==> src/rtl/lbp_host_if.sv <==
// Bundle of the load, engine and result-dump signals between lbp_host and its neighbours.
// Pure wiring; the master side drives requests and the slave side is the host.
// Flow control: load_valid/load_ready and res_valid/res_ready handshakes.
interface lbp_host_if;
  logic       load_valid;
  logic [7:0] load_data;
  logic       load_ready;
  logic       eng_reset;
  logic       gray_req;
  logic [5:0] gray_addr;
  logic [7:0] gray_data;
  logic       lbp_write;
  logic [5:0] lbp_addr;
  logic [7:0] lbp_data;
  logic       finish;
  logic       res_valid;
  logic       res_ready;
  logic [5:0] res_addr;
  logic [7:0] res_data;
  logic       done;
  logic       err;

  modport master (
    output load_valid, load_data, gray_req, gray_addr,
           lbp_write, lbp_addr, lbp_data, finish, res_ready,
    input  load_ready, eng_reset, gray_data, res_valid,
           res_addr, res_data, done, err
  );

  modport slave (
    input  load_valid, load_data, gray_req, gray_addr,
           lbp_write, lbp_addr, lbp_data, finish, res_ready,
    output load_ready, eng_reset, gray_data, res_valid,
           res_addr, res_data, done, err
  );
endinterface

==> src/rtl/lbp_host.sv <==
// LBP engine host: loads a 64-byte image, serves engine reads/writes, then dumps 64 results.
// Latency: gray_data 1 cycle after gray_req; res_data is combinational from res_addr.
// Backpressure: load always accepted in LOAD; dump address holds while res_ready=0.
// Optional RUN timeout enabled by defining LBP_HOST_TIMEOUT_EN.
module lbp_host (
  input  logic       clk,
  input  logic       reset,
  lbp_host_if.slave  bus
);

  typedef enum logic [1:0] {LOAD, RUN, DUMP, DONE} state_t;

  state_t     state;
  state_t     state_nxt;
  logic [5:0] load_cnt;
  logic [5:0] res_addr;
  logic [7:0] gray_data;
  logic       load_fire;
  logic       dump_fire;
  logic       tmo_hit;

  // Array contents survive reset by design, so they have no reset term.
  logic [7:0] gray_mem [64];
  logic [7:0] res_mem  [64];

  assign load_fire = (state == LOAD) && bus.load_valid;
  assign dump_fire = (state == DUMP) && bus.res_ready;

`ifdef LBP_HOST_TIMEOUT_EN
  logic [11:0] tmo_cnt;
  logic        err;

  // The counter reaches 4095 on the edge that ends the 4095th RUN cycle.
  assign tmo_hit = (state == RUN) && !bus.finish && (tmo_cnt == 12'd4094);

  // RUN-cycle counter, held at zero outside RUN so it starts clean on entry; err is sticky.
  always_ff @(posedge clk or posedge reset) begin
    if (reset) begin
      tmo_cnt <= 12'd0;
      err     <= 1'b0;
    end else begin
      if (state == RUN) tmo_cnt <= tmo_cnt + 12'd1;
      else              tmo_cnt <= 12'd0;
      if (tmo_hit) err <= 1'b1;
    end
  end

  assign bus.err = err;
`else
  assign tmo_hit = 1'b0;
  assign bus.err = 1'b0;
`endif

  // State register.
  always_ff @(posedge clk or posedge reset) begin
    if (reset) state <= LOAD;
    else       state <= state_nxt;
  end

  // Next-state logic; finish wins over a same-cycle timeout.
  always_comb begin
    state_nxt = state;
    case (state)
      LOAD: if (load_fire && (load_cnt == 6'd63)) state_nxt = RUN;
      RUN: begin
        if (bus.finish)   state_nxt = DUMP;
        else if (tmo_hit) state_nxt = DONE;
      end
      DUMP: if (dump_fire && (res_addr == 6'd63)) state_nxt = DONE;
      DONE: state_nxt = DONE;
      default: state_nxt = LOAD;
    endcase
  end

  // Load counter, dump address and registered gray read port; both counters stop at 63.
  always_ff @(posedge clk or posedge reset) begin
    if (reset) begin
      load_cnt  <= 6'd0;
      res_addr  <= 6'd0;
      gray_data <= 8'd0;
    end else begin
      if (load_fire && (load_cnt != 6'd63)) load_cnt <= load_cnt + 6'd1;
      if (dump_fire && (res_addr != 6'd63)) res_addr <= res_addr + 6'd1;
      if ((state == RUN) && bus.gray_req) gray_data <= gray_mem[bus.gray_addr];
    end
  end

  // Array writes: image bytes during LOAD, engine results during RUN only.
  always_ff @(posedge clk) begin
    if (load_fire) gray_mem[load_cnt] <= bus.load_data;
    if ((state == RUN) && bus.lbp_write) res_mem[bus.lbp_addr] <= bus.lbp_data;
  end

  assign bus.load_ready = (state == LOAD);
  assign bus.eng_reset  = (state != RUN);
  assign bus.gray_data  = gray_data;
  assign bus.res_valid  = (state == DUMP);
  assign bus.res_addr   = res_addr;
  assign bus.res_data   = res_mem[res_addr];
  assign bus.done       = (state == DONE);

endmodule

==> src/flat_wrapper.sv <==
// flat-port wrapper written by rule: the top's interface ports become plain ports
module lbp_host_flat 
  (clk, reset, bus_load_valid, bus_load_data, bus_gray_req, bus_gray_addr, bus_lbp_write, bus_lbp_addr, bus_lbp_data, bus_finish, bus_res_ready, bus_load_ready, bus_eng_reset, bus_gray_data, bus_res_valid, bus_res_addr, bus_res_data, bus_done, bus_err);
  lbp_host_if bus_i ();
  input  logic clk;
  input  logic reset;
  input wire logic [$bits(bus_i.load_valid)-1:0] bus_load_valid;
  input wire logic [$bits(bus_i.load_data)-1:0] bus_load_data;
  input wire logic [$bits(bus_i.gray_req)-1:0] bus_gray_req;
  input wire logic [$bits(bus_i.gray_addr)-1:0] bus_gray_addr;
  input wire logic [$bits(bus_i.lbp_write)-1:0] bus_lbp_write;
  input wire logic [$bits(bus_i.lbp_addr)-1:0] bus_lbp_addr;
  input wire logic [$bits(bus_i.lbp_data)-1:0] bus_lbp_data;
  input wire logic [$bits(bus_i.finish)-1:0] bus_finish;
  input wire logic [$bits(bus_i.res_ready)-1:0] bus_res_ready;
  output wire logic [$bits(bus_i.load_ready)-1:0] bus_load_ready;
  output wire logic [$bits(bus_i.eng_reset)-1:0] bus_eng_reset;
  output wire logic [$bits(bus_i.gray_data)-1:0] bus_gray_data;
  output wire logic [$bits(bus_i.res_valid)-1:0] bus_res_valid;
  output wire logic [$bits(bus_i.res_addr)-1:0] bus_res_addr;
  output wire logic [$bits(bus_i.res_data)-1:0] bus_res_data;
  output wire logic [$bits(bus_i.done)-1:0] bus_done;
  output wire logic [$bits(bus_i.err)-1:0] bus_err;
  assign bus_i.load_valid = bus_load_valid;
  assign bus_i.load_data = bus_load_data;
  assign bus_i.gray_req = bus_gray_req;
  assign bus_i.gray_addr = bus_gray_addr;
  assign bus_i.lbp_write = bus_lbp_write;
  assign bus_i.lbp_addr = bus_lbp_addr;
  assign bus_i.lbp_data = bus_lbp_data;
  assign bus_i.finish = bus_finish;
  assign bus_i.res_ready = bus_res_ready;
  assign bus_load_ready = bus_i.load_ready;
  assign bus_eng_reset = bus_i.eng_reset;
  assign bus_gray_data = bus_i.gray_data;
  assign bus_res_valid = bus_i.res_valid;
  assign bus_res_addr = bus_i.res_addr;
  assign bus_res_data = bus_i.res_data;
  assign bus_done = bus_i.done;
  assign bus_err = bus_i.err;
  lbp_host u_core (.clk(clk), .reset(reset), .bus(bus_i));
endmodule
==> config.mk <==
export PLATFORM = sky130hd
export DESIGN_NAME = lbp_host_flat
export DESIGN_NICKNAME = d
export VERILOG_FILES = /design/src/rtl/lbp_host_if.sv /design/src/rtl/lbp_host.sv /design/src/flat_wrapper.sv
export SDC_FILE = /design/constraint.sdc
export NUM_CORES = 1
export LEC_CHECK = 0
export CAP_MARGIN = 20
export CORE_ASPECT_RATIO = 0.6
export CORE_MARGIN = 10
export CORE_UTILIZATION = 35
export DETAILED_ROUTE_END_ITERATION = 16
export SLEW_MARGIN = 20
export SYNTH_ARGS = -nofsm -noshare
export SYNTH_HDL_FRONTEND = slang
export SYNTH_SLANG_ARGS = --single-unit
==> constraint.sdc <==
create_clock -name clk -period 6.87 [get_ports clk]
set_clock_uncertainty 0.1 [all_clocks]
set_input_delay 1.374 -clock clk [delete_from_list [all_inputs] [get_ports clk]]
set_output_delay 1.374 -clock clk [all_outputs]
set_load 0.05 [all_outputs]
==> results.md <==
* Total Power at 15300 uW
* DRC Markers at 0
* Cells after synthesis at 1971
* Core Box Area at 115000 um^2
* Reg2Reg Depth at 4
* Gp weighted congestion at 0.856
* Synth area leaders: edfxtp_1 (75%), mux4_2 (13%), mux2i_1 (3.6%)
* Worst r2r src: u_core.state[0]
* TritonCTS clock tree: built
* Share of cells above drive strength 1 at 21.4%
* CTS Buf Count at 98
* Final hold viol count at 0
* # hold bufs at CTS at 0
* Post-CTS sizing at 0
* Gr usage total at 14.7%
* Highest Clock Rate at 161 MHz
* Final core utilization at 40.2%
* CTS Root Cell: clkbuf_16
* Clk slew on worst S/H paths at 0.07 ns
* FF-to-FF End: u_core.gray_mem[15][0]
* Initial Util at 35.5%
* Slew margin rel. at 18.7%
* TritonRoute pass-1 iters at 5
* Vias per inst at 5.46
* Post-DP HPWL at 62800 um
* Pwr Density at 330 nW/um^2
* Die area at 131000 um^2
* Synthesized Nets at 2008
* VDD IR-drop max at 0.221 mV
* Synth top area share at 75.3%
* Initial antenna violation count at 4
* Hold worst-path end: u_core.bus.gray_data[2]
* Ys async rst share at 2.10%
* P&R area growth vs syn at 13.1%
* Placed insts at 3464
* Worst Hold Slack at 0.410 ns
* Layout Nets at 2083
* Finish-stage setup viols at 0
* Number of global-route vias before repair at 20000
* Global-route wire length before repair at 143000 um
* Die X at 461 um
* Latest clock arrival within the worst-skew pair at 0.71 ns
* CP endpoint kind: output port
* Synth area leader: edfxtp_1
* Status: complete, no violations
* Hold Startpoint: u_core.bus.gray_data[2]
* Clock sinks at 1046
* Mapped Area at 40900 um^2
* Worst Path Required at 5.40 ns
* Fin crit period at 6.20 ns
* Starting DRC count in detailed routing at 2512
* Final wirelength at 98300 um
* H-tree depth at 3
* Post-synth top cells: edfxtp_1 (1024), mux4_2 (229), mux2i_1 (146), nor2_1 (138), a22oi_1 (58)
* Worst-margin pin slew at 1.21 ns
* Gr ovfl total at 0
* Worst Path Arrival at 4.73 ns
* Clock Path Buffers at 3
* Port bufs at 60
* Hold Crit Class: reg2reg
* Crit Path Max Fanout at 48
* Row count at 96
* Hold depth at 2
* DIE HEIGHT at 285 um
* Worst Setup Start Kind: flip-flop
* Post-synthesis register bit count at 1046
* Post-synth EDFFs at 1024
* Flop-to-flop setup slack at 3.05 ns
* Maxcap violations at 0
* Prevailing post-synth register cell: edfxtp_1
* Fin cells at 3648
* Setup TNS at 0 ns
* Mean Syn Cell Area at 20.7 um^2
* Slew Limit Fails at 0
* Critical path type: reg2out
* Final period util at 90.3%
* Netlist cell types at 38
* RSZ-0062 raised after global routing: false
* Via total after detailed routing at 19900
* Synth Warn # at 0
* I/O pin count at 62
* Leakage Power at 0.0143 uW
* Largest net degree at the start of global routing at 85
* Count leader, synth: edfxtp_1
* Post-CTS Setup Repair Bufs at 0
* Post-detailed-route wirelength per cell at 27.0 um
* Sequential share of the synthesized area at 76.6%
* Final ANT Viol Nets at 0
registers in the layout, summed over array words and instances, names as in the netlist:
signal / cells
u_core.bus.gray_data: 8
u_core.bus.res_addr: 6
u_core.gray_mem: 512
u_core.load_cnt: 6
u_core.res_mem: 512
u_core.state: 2
cells in the final DEF, fill, tap and decap left out, types with 26 or more instances in the layout:
cell / n
nand2_1: 33
clkbuf_16: 99
a21oi_1: 35
nand3_1: 40
mux4_2: 229
a22oi_1: 58
edfxtp_1: 1024
nor2_1: 128
clkinv_1: 26
buf_4: 38
clkdlybuf4s50_1: 41
mux2i_1: 146
cell families (layout without fill, tap and decap cells):
logic type / count (synthesis) / after routing / share of synthesized area (%)
flops: 1046 / 1046 / 76.6
mux: 385 / 385 / 16.5
simple gates: 267 / 267 / 2.97
compound gates: 138 / 138 / 2.23
buf+inv: 126 / 283 / 1.53
xor+xnor: 6 / 6 / 0.129
fa+ha+maj: 2 / 2 / 0.0612
other cells: 1 / 2 / 0.00918
area by class of cell:
cell class                      instances  area, um^2
Tap cell                             1519        1900
Fill cell                           10000       68800
Clock buffer                          113        2530
Clock inverter                         69         681
Inverter                                7        26.3
Multi-Input combinational cell        799        8970
Antenna cell                            1        2.50
Sequential cell                      1046       31300
Timing Repair Buffer                   94         810
power breakdown:
part / switching (uW) / internal (uW) / leakage (uW)
combinational: 1360 / 1110 / 0.00323
sequential: 241 / 7140 / 0.00948
clock: 2390 / 3040 / 0.00156
total: 3990 / 11300 / 0.0143
how the worst max path moves through the flow:
stage / startpoint / to / slack, ns / cells after the start
2_1_floorplan: u_core.bus.res_addr[1] / bus_res_data[5] / 2.20 / 8
6_report: u_core.bus.res_addr[0] / bus_res_data[5] / 0.67 / 8
3_3_place_gp: u_core.bus.res_addr[0] / bus_res_data[5] / 1.36 / 8
4_1_cts: u_core.bus.res_addr[0] / bus_res_data[5] / 0.57 / 8
3_5_place_dp: u_core.bus.res_addr[0] / bus_res_data[5] / 1.34 / 8
5_1_grt: u_core.bus.res_addr[0] / bus_res_data[5] / 0.37 / 8
through the flow:
| stage | worst slack, ns | instance area (um^2) |
|---|---|---|
| floorplan | 2.20 | 40900 |
| global placement | 1.36 | 43000 |
| detailed placement | 1.34 | 43000 |
| CTS | 0.575 | 46200 |
| global route | 0.369 | 46200 |
| finish | 0.670 | 46200 |
worst max-delay path, cell delays in order, from the launching register on:
cell	delay (ns)
dfrtp_4	1.01
buf_12	0.43
mux4_2	0.56
nor2b_1	0.14
a211oi_1	0.39
a22oi_1	0.30
o211ai_1	0.22
o31ai_1	0.15
clkdlybuf4s50_1	0.77
metal layers:
layer  track usage, %  routed length (um)
met1             23.0               45300
met2             19.3               40000
met3             5.02               11300
met4             3.11                1740
met5                0                   0
Power figures use the tool's default switching activity.
